[config.mk]
export PLATFORM = sky130hd
export DESIGN_NAME = reg_ctx_engine
export DESIGN_NICKNAME = d
export VERILOG_FILES = /design/src/rtl/ctx_pkg.sv /design/src/rtl/ctx_chk.sv /design/src/rtl/reg_ctx_engine.sv
export SDC_FILE = /design/constraint.sdc
export NUM_CORES = 1
export LEC_CHECK = 0
export ABC_AREA = 1
export CORE_ASPECT_RATIO = 1.2
export CORE_MARGIN = 3
export CORE_UTILIZATION = 39
export DETAILED_ROUTE_END_ITERATION = 10
export GPL_ROUTABILITY_DRIVEN = 0
export GPL_TIMING_DRIVEN = 0
export PLACE_DENSITY = 0.86
export SYNTH_ARGS = -nofsm -noshare
export SYNTH_HDL_FRONTEND = slang
export SYNTH_SLANG_ARGS = --single-unit
[constraint.sdc]
create_clock -name clk -period 3.2 [get_ports clk]
set_input_delay 0.64 -clock clk [delete_from_list [all_inputs] [get_ports clk]]
set_output_delay 0.64 -clock clk [all_outputs]
set_load 0.02 [all_outputs]
[src/rtl/ctx_pkg.sv]
// Shared types and constants for the register-context save/restore engine.
// The optional CTX_CHECKSUM_EN build relies on DATA_W for its accumulator width.
package ctx_pkg;

    localparam int unsigned NREG   = 16;
    localparam int unsigned REG_W  = $clog2(NREG);
    localparam int unsigned DATA_W = 32;

    localparam logic OP_SAVE    = 1'b0;
    localparam logic OP_RESTORE = 1'b1;

    typedef enum logic [2:0] {
        ST_IDLE    = 3'd0,
        ST_SAVE_LD = 3'd1,
        ST_SAVE_TX = 3'd2,
        ST_RESTORE = 3'd3,
        ST_DONE    = 3'd4
    } ctx_state_e;

    // Register index successor; the register file wraps at NREG.
    function automatic logic [REG_W-1:0] next_idx(input logic [REG_W-1:0] idx);
        return REG_W'(idx + 1'b1);
    endfunction

endpackage

[src/rtl/ctx_chk.sv]
// Modulo-2^32 checksum of transferred context words; only built with CTX_CHECKSUM_EN.
module ctx_chk
    import ctx_pkg::*;
(
    input  logic              clk,
    input  logic              rst_n,
    input  logic              clr_i,
    input  logic              add_i,
    input  logic [DATA_W-1:0] word_i,
    output logic [DATA_W-1:0] sum_o
);

    logic [DATA_W-1:0] sum_q;
    logic [DATA_W-1:0] sum_d;

    always_comb begin
        sum_d = sum_q;
        if (clr_i) begin
            sum_d = '0;
        end else if (add_i) begin
            sum_d = DATA_W'(sum_q + word_i);
        end
    end

    always_ff @(posedge clk or negedge rst_n) begin
        if (!rst_n) begin
            sum_q <= '0;
        end else begin
            sum_q <= sum_d;
        end
    end

    assign sum_o = sum_q;

endmodule

[src/rtl/reg_ctx_engine.sv]
// Streams an inclusive, wrapping register range out of (save) or into (restore) the register file.
// Define CTX_CHECKSUM_EN to build the ctx_chk transfer checksum; otherwise chk is tied to 0.
module reg_ctx_engine
    import ctx_pkg::*;
(
    input  logic              clk,
    input  logic              rst_n,
    input  logic              start,
    input  logic              op,
    input  logic [REG_W-1:0]  first,
    input  logic [REG_W-1:0]  last,
    input  logic              abort,
    output logic              busy,
    output logic              done,
    output logic              rf_own,
    output logic              rf_wr,
    output logic [REG_W-1:0]  rf_rno,
    output logic [DATA_W-1:0] rf_din,
    input  logic [DATA_W-1:0] rf_dout,
    output logic              so_valid,
    input  logic              so_ready,
    output logic [DATA_W-1:0] so_data,
    output logic              so_last,
    input  logic              si_valid,
    output logic              si_ready,
    input  logic [DATA_W-1:0] si_data,
    output logic [DATA_W-1:0] chk
);

    ctx_state_e        state_q, state_d;
    logic [REG_W-1:0]  idx_q, idx_d;
    logic [REG_W-1:0]  rem_q, rem_d;
    logic [DATA_W-1:0] so_data_q, so_data_d;
    logic              so_valid_q, so_valid_d;

    logic              active_c;
    logic              rf_wr_c;
    logic [REG_W-1:0]  rf_rno_c;
    logic [DATA_W-1:0] rf_din_c;
    logic              si_ready_c;
    logic              so_last_c;

    always_ff @(posedge clk or negedge rst_n) begin
        if (!rst_n) begin
            state_q    <= ST_IDLE;
            idx_q      <= '0;
            rem_q      <= '0;
            so_data_q  <= '0;
            so_valid_q <= 1'b0;
        end else begin
            state_q    <= state_d;
            idx_q      <= idx_d;
            rem_q      <= rem_d;
            so_data_q  <= so_data_d;
            so_valid_q <= so_valid_d;
        end
    end

    // Next-state and register-file/stream control.
    always_comb begin
        state_d    = state_q;
        idx_d      = idx_q;
        rem_d      = rem_q;
        so_data_d  = so_data_q;
        so_valid_d = so_valid_q;
        active_c   = 1'b0;
        rf_wr_c    = 1'b0;
        rf_rno_c   = idx_q;
        rf_din_c   = '0;
        si_ready_c = 1'b0;
        so_last_c  = 1'b0;

        unique case (state_q)
            ST_IDLE: begin
                if (start && !abort) begin
                    idx_d = first;
                    rem_d = REG_W'(last - first);
                    case (op)
                        OP_SAVE:    state_d = ST_SAVE_LD;
                        OP_RESTORE: state_d = ST_RESTORE;
                    endcase
                end
            end

            ST_SAVE_LD: begin
                active_c = 1'b1;
                if (abort) begin
                    so_valid_d = 1'b0;
                    state_d    = ST_IDLE;
                end else begin
                    so_data_d  = rf_dout;
                    so_valid_d = 1'b1;
                    state_d    = ST_SAVE_TX;
                end
            end

            ST_SAVE_TX: begin
                active_c  = 1'b1;
                so_last_c = (rem_q == '0);
                if (abort) begin
                    so_valid_d = 1'b0;
                    state_d    = ST_IDLE;
                end else if (so_ready) begin
                    if (rem_q != '0) begin
                        // Prefetch the following register so a word leaves every cycle.
                        idx_d     = next_idx(idx_q);
                        rem_d     = REG_W'(rem_q - 1'b1);
                        rf_rno_c  = next_idx(idx_q);
                        so_data_d = rf_dout;
                    end else begin
                        so_valid_d = 1'b0;
                        state_d    = ST_DONE;
                    end
                end
            end

            ST_RESTORE: begin
                active_c   = 1'b1;
                si_ready_c = 1'b1;
                rf_din_c   = si_data;
                rf_wr_c    = si_valid;
                if (abort) begin
                    state_d = ST_IDLE;
                end else if (si_valid) begin
                    if (rem_q != '0) begin
                        idx_d = next_idx(idx_q);
                        rem_d = REG_W'(rem_q - 1'b1);
                    end else begin
                        state_d = ST_DONE;
                    end
                end
            end

            ST_DONE: begin
                state_d = ST_IDLE;
            end

            default: begin
                so_valid_d = 1'b0;
                state_d    = ST_IDLE;
            end
        endcase
    end

    assign busy     = active_c;
    assign rf_own   = active_c;
    assign done     = (state_q == ST_DONE);
    assign rf_wr    = rf_wr_c;
    assign rf_rno   = rf_rno_c;
    assign rf_din   = rf_din_c;
    assign si_ready = si_ready_c;
    assign so_valid = so_valid_q;
    assign so_data  = so_data_q;
    assign so_last  = so_last_c;

`ifdef CTX_CHECKSUM_EN
    logic              sum_clr;
    logic              sum_add;
    logic [DATA_W-1:0] sum_word;

    // A save word counts at its stream handshake, a restore word at its register write.
    assign sum_clr  = (state_q == ST_IDLE) && start && !abort;
    assign sum_add  = ((state_q == ST_SAVE_TX) && so_ready) || rf_wr_c;
    assign sum_word = rf_wr_c ? si_data : so_data_q;

    ctx_chk u_chk (
        .clk    (clk),
        .rst_n  (rst_n),
        .clr_i  (sum_clr),
        .add_i  (sum_add),
        .word_i (sum_word),
        .sum_o  (chk)
    );
`else
    assign chk = '0;
`endif

endmodule

==> metrics, run 1 <==
status finished clean; initial antenna violation count 0; CTS max path bufs 2; total core area 0.00690 sq mm; register bit total from synthesis 44; GR Util All Layers 0.210; Max FO, Critical Path 6; Pre-antenna DRT Iters 4; crit start category input pin; I/O pin count approximately 190; Yosys cell types 26; f_max between 300 and 400 MHz; diode count 0; Final nets 683; share of layout cells above drive strength 1 0.110; beginning of the worst register-to-register path rem_q[0]$_DFFE_PN0P_; fin area approximately 0.0047 sq mm; DP HPWL ~7.3 mm; Clock Latency Late Sink ~0.30 ns; # DRC 0; DP Area 0.00457 sq mm; Die Ht ~99 microns; Initial Util 0.406; Layout Skew 0.00979 ns; Hold Crit Class input pin to asynchronous set/reset pin; Crit Path Category input pin to primary output; Max-Cap Viols 0; number of hold buffers added after CTS 0; Max Slew Vio Count 0; CP arrival approximately 2.4 ns; Seq/Total Area, Yosys 0.393; Critical Path End rf_rno[2]; Hold Violations, Final 0; vias in the first global route roughly 3100; number of cell rows 33; Final period util 0.955; RSZ-0062 raised after global routing no; CTS sink cnt between 40 and 50; largest net degree at the start of global routing 33; detailed-route vias per instance 4.56; Fin Setup TNS 0 ns; CP Data Required Time 2.56 ns; CP endpoint kind primary output; Worst Hold Margin between 0.2 and 0.25 ns; crit path from abort; CTS tree done; root buf cell clkbuf_8; Antenna Violating Nets Remaining 0; power density cells around 830 mW/mm^2; P_leak approximately 2.5 nW; Synth warnings 0; via count ~3100; TritonCTS Buffers 5; GRT overflow 0; setup violators final 0; Tmin final ~3.1 ns; Mapped Area ~0.0028 sq mm; WL/cell 12.8 microns; Routed WL slightly below 9 mm; Avg Cell Area, Syn a little under 7 sq um; H-Tree Depth 2; Peak VDD IR ~0.45 mV; Die Width approximately 83 microns; flop-to-flop setup slack around 1.4 ns; Layout area overhead 67.8%; initial drt markers 128; # port buffers approximately 150; Synth Instances 406; Worst-path clk slew 0.09 ns; worst-case reg-to-reg path depth 9; die footprint between 0.008 and 0.009 sq mm; Worst R2R End so_data[24]$_DFFE_PN0P_; first-pass GRT wire length 14.2 mm
-- critical path, stage by stage --
cell and delay (ns):
clkdlybuf4s50_1 0.54, nor3_4 0.34, nand3_1 0.13, o21ai_0 0.12, clkdlybuf4s50_1 0.64
-- layout by cell type (no fill, tap or decap), drive strengths merged --
| master | count |
|---|---|
| dlymetal6s2s | 1 |
| a21oi | 2 |
| clkdlybuf4s50 | 151 |
| fa | 1 |
| o21ai | 16 |
| dfrtp | 44 |
| nand4 | 1 |
| inv | 64 |
| bufinv | 1 |
| ha | 5 |
| nand2 | 116 |
| nand3 | 49 |
| a41oi | 1 |
| conb | 32 |
| buf | 41 |
| nor3 | 2 |
| xor2 | 3 |
| a21o | 1 |
| xnor2 | 2 |
| nor2 | 54 |
| clkbuf | 11 |
| clkinvlp | 1 |
-- how the worst min path moves through the flow --
stage / slack (ns) / to
after floorplan: 0.34 / idx_q[0]$_DFFE_PN0P_
after global placement: 0.45 / so_data[0]$_DFFE_PN0P_
after detailed placement: 0.46 / so_data[4]$_DFFE_PN0P_
after CTS: 0.23 / idx_q[0]$_DFFE_PN0P_
after global routing: 0.24 / idx_q[0]$_DFFE_PN0P_
final: 0.23 / idx_q[0]$_DFFE_PN0P_
-- stage by stage --
step,instances,setup WS [ns],total power [W],util
floorplan,437,1.09,0.00246,-
global placement,677,0.125,0.00340,0.661
detailed placement,678,0.0951,0.00349,0.663
CTS,686,0.0678,0.00393,0.680
global route,686,0.0693,0.00424,0.682
finish,686,0.145,0.00392,0.682
-- flip-flops by register name (all words and copies together), names as in the netlist --
signal	flops
state_q	3
so_valid	1
so_data	32
idx_q	4
rem_q	4
-- area by class of cell --
cell class / instances / area [sq um]
fillers: 559 / 2190
repair buffers: 154 / 1550
multi-input cells: 285 / 1290
flip-flops and latches: 44 / 1100
plain buffers: 45 / 300
inverters: 63 / 236
well taps: 87 / 109
clock buffers: 5 / 68.8
clock inverters: 3 / 46.3
-- report_power, final --
part	internal [W]	switching [W]	total, W
sequential	0.000830	0.000170	0.00100
clock	0.000235	0.000199	0.000434
combinational	0.00104	0.00145	0.00249
-- routing by layer --
metal	vias to the layer above	global-route usage	wire, microns
met5	-	0	0
met4	0	0.0755	186
met3	13	0.0560	857
met2	174	0.388	4560
met1	1391	0.228	3200
li1	1551	-	-
-- cells by family (layout without fill, tap and decap cells) --
| kind of cell | Yosys count | after routing | share of synthesized area |
|---|---|---|---|
| and+or+nand+nor | 222 | 222 | 0.330 |
| buffers and inverters | 108 | 270 | 0.192 |
| DFF | 44 | 44 | 0.393 |
| AOI/OAI and AO/OA | 20 | 20 | 0.0393 |
| adders and majority gates | 6 | 6 | 0.0295 |
| xor gates and xnor gates | 5 | 5 | 0.0156 |
| other | 1 | 32 | 0.00134 |
-- timing repair --
action	in CTS	in global routing
hold endpoints to repair	0	0
buffers inserted	0	0
endpoints found under the setup margin	0	4
gates resized for setup	0	4
-- synthesized netlist by cell type (all sizes together) --
master / n / area (sq um)
nand2: 116 / 443
inv: 63 / 236
nor2: 54 / 215
nand3: 49 / 245
dfrtp: 44 / 1100
buf: 39 / 278
o21ai: 16 / 83.8
clkbuf: 6 / 22.5
ha: 5 / 62.6
xor2: 3 / 26.3
a21oi: 2 / 10.0
nor3: 2 / 15.0
xnor2: 2 / 17.5
a21o: 1 / 7.51
a41oi: 1 / 8.76
conb: 1 / 3.75
fa: 1 / 20.0
nand4: 1 / 6.26
Power figures use the tool's default switching activity.
==> run 2, diff against run 1 <==
HOLD_SLACK_MARGIN = 0.02   (was default)
SLEW_MARGIN = 20   (was default)
TNS_END_PERCENT = 5   (was default)
==> results of run 2 <==
The final DEF is identical to that of run 1; final timing and power are the same.
==> run 3, diff against run 2 <==
HOLD_SLACK_MARGIN = 0.12   (was 0.02)
==> results of run 3 <==
The final DEF is identical to that of run 1; final timing and power are the same.
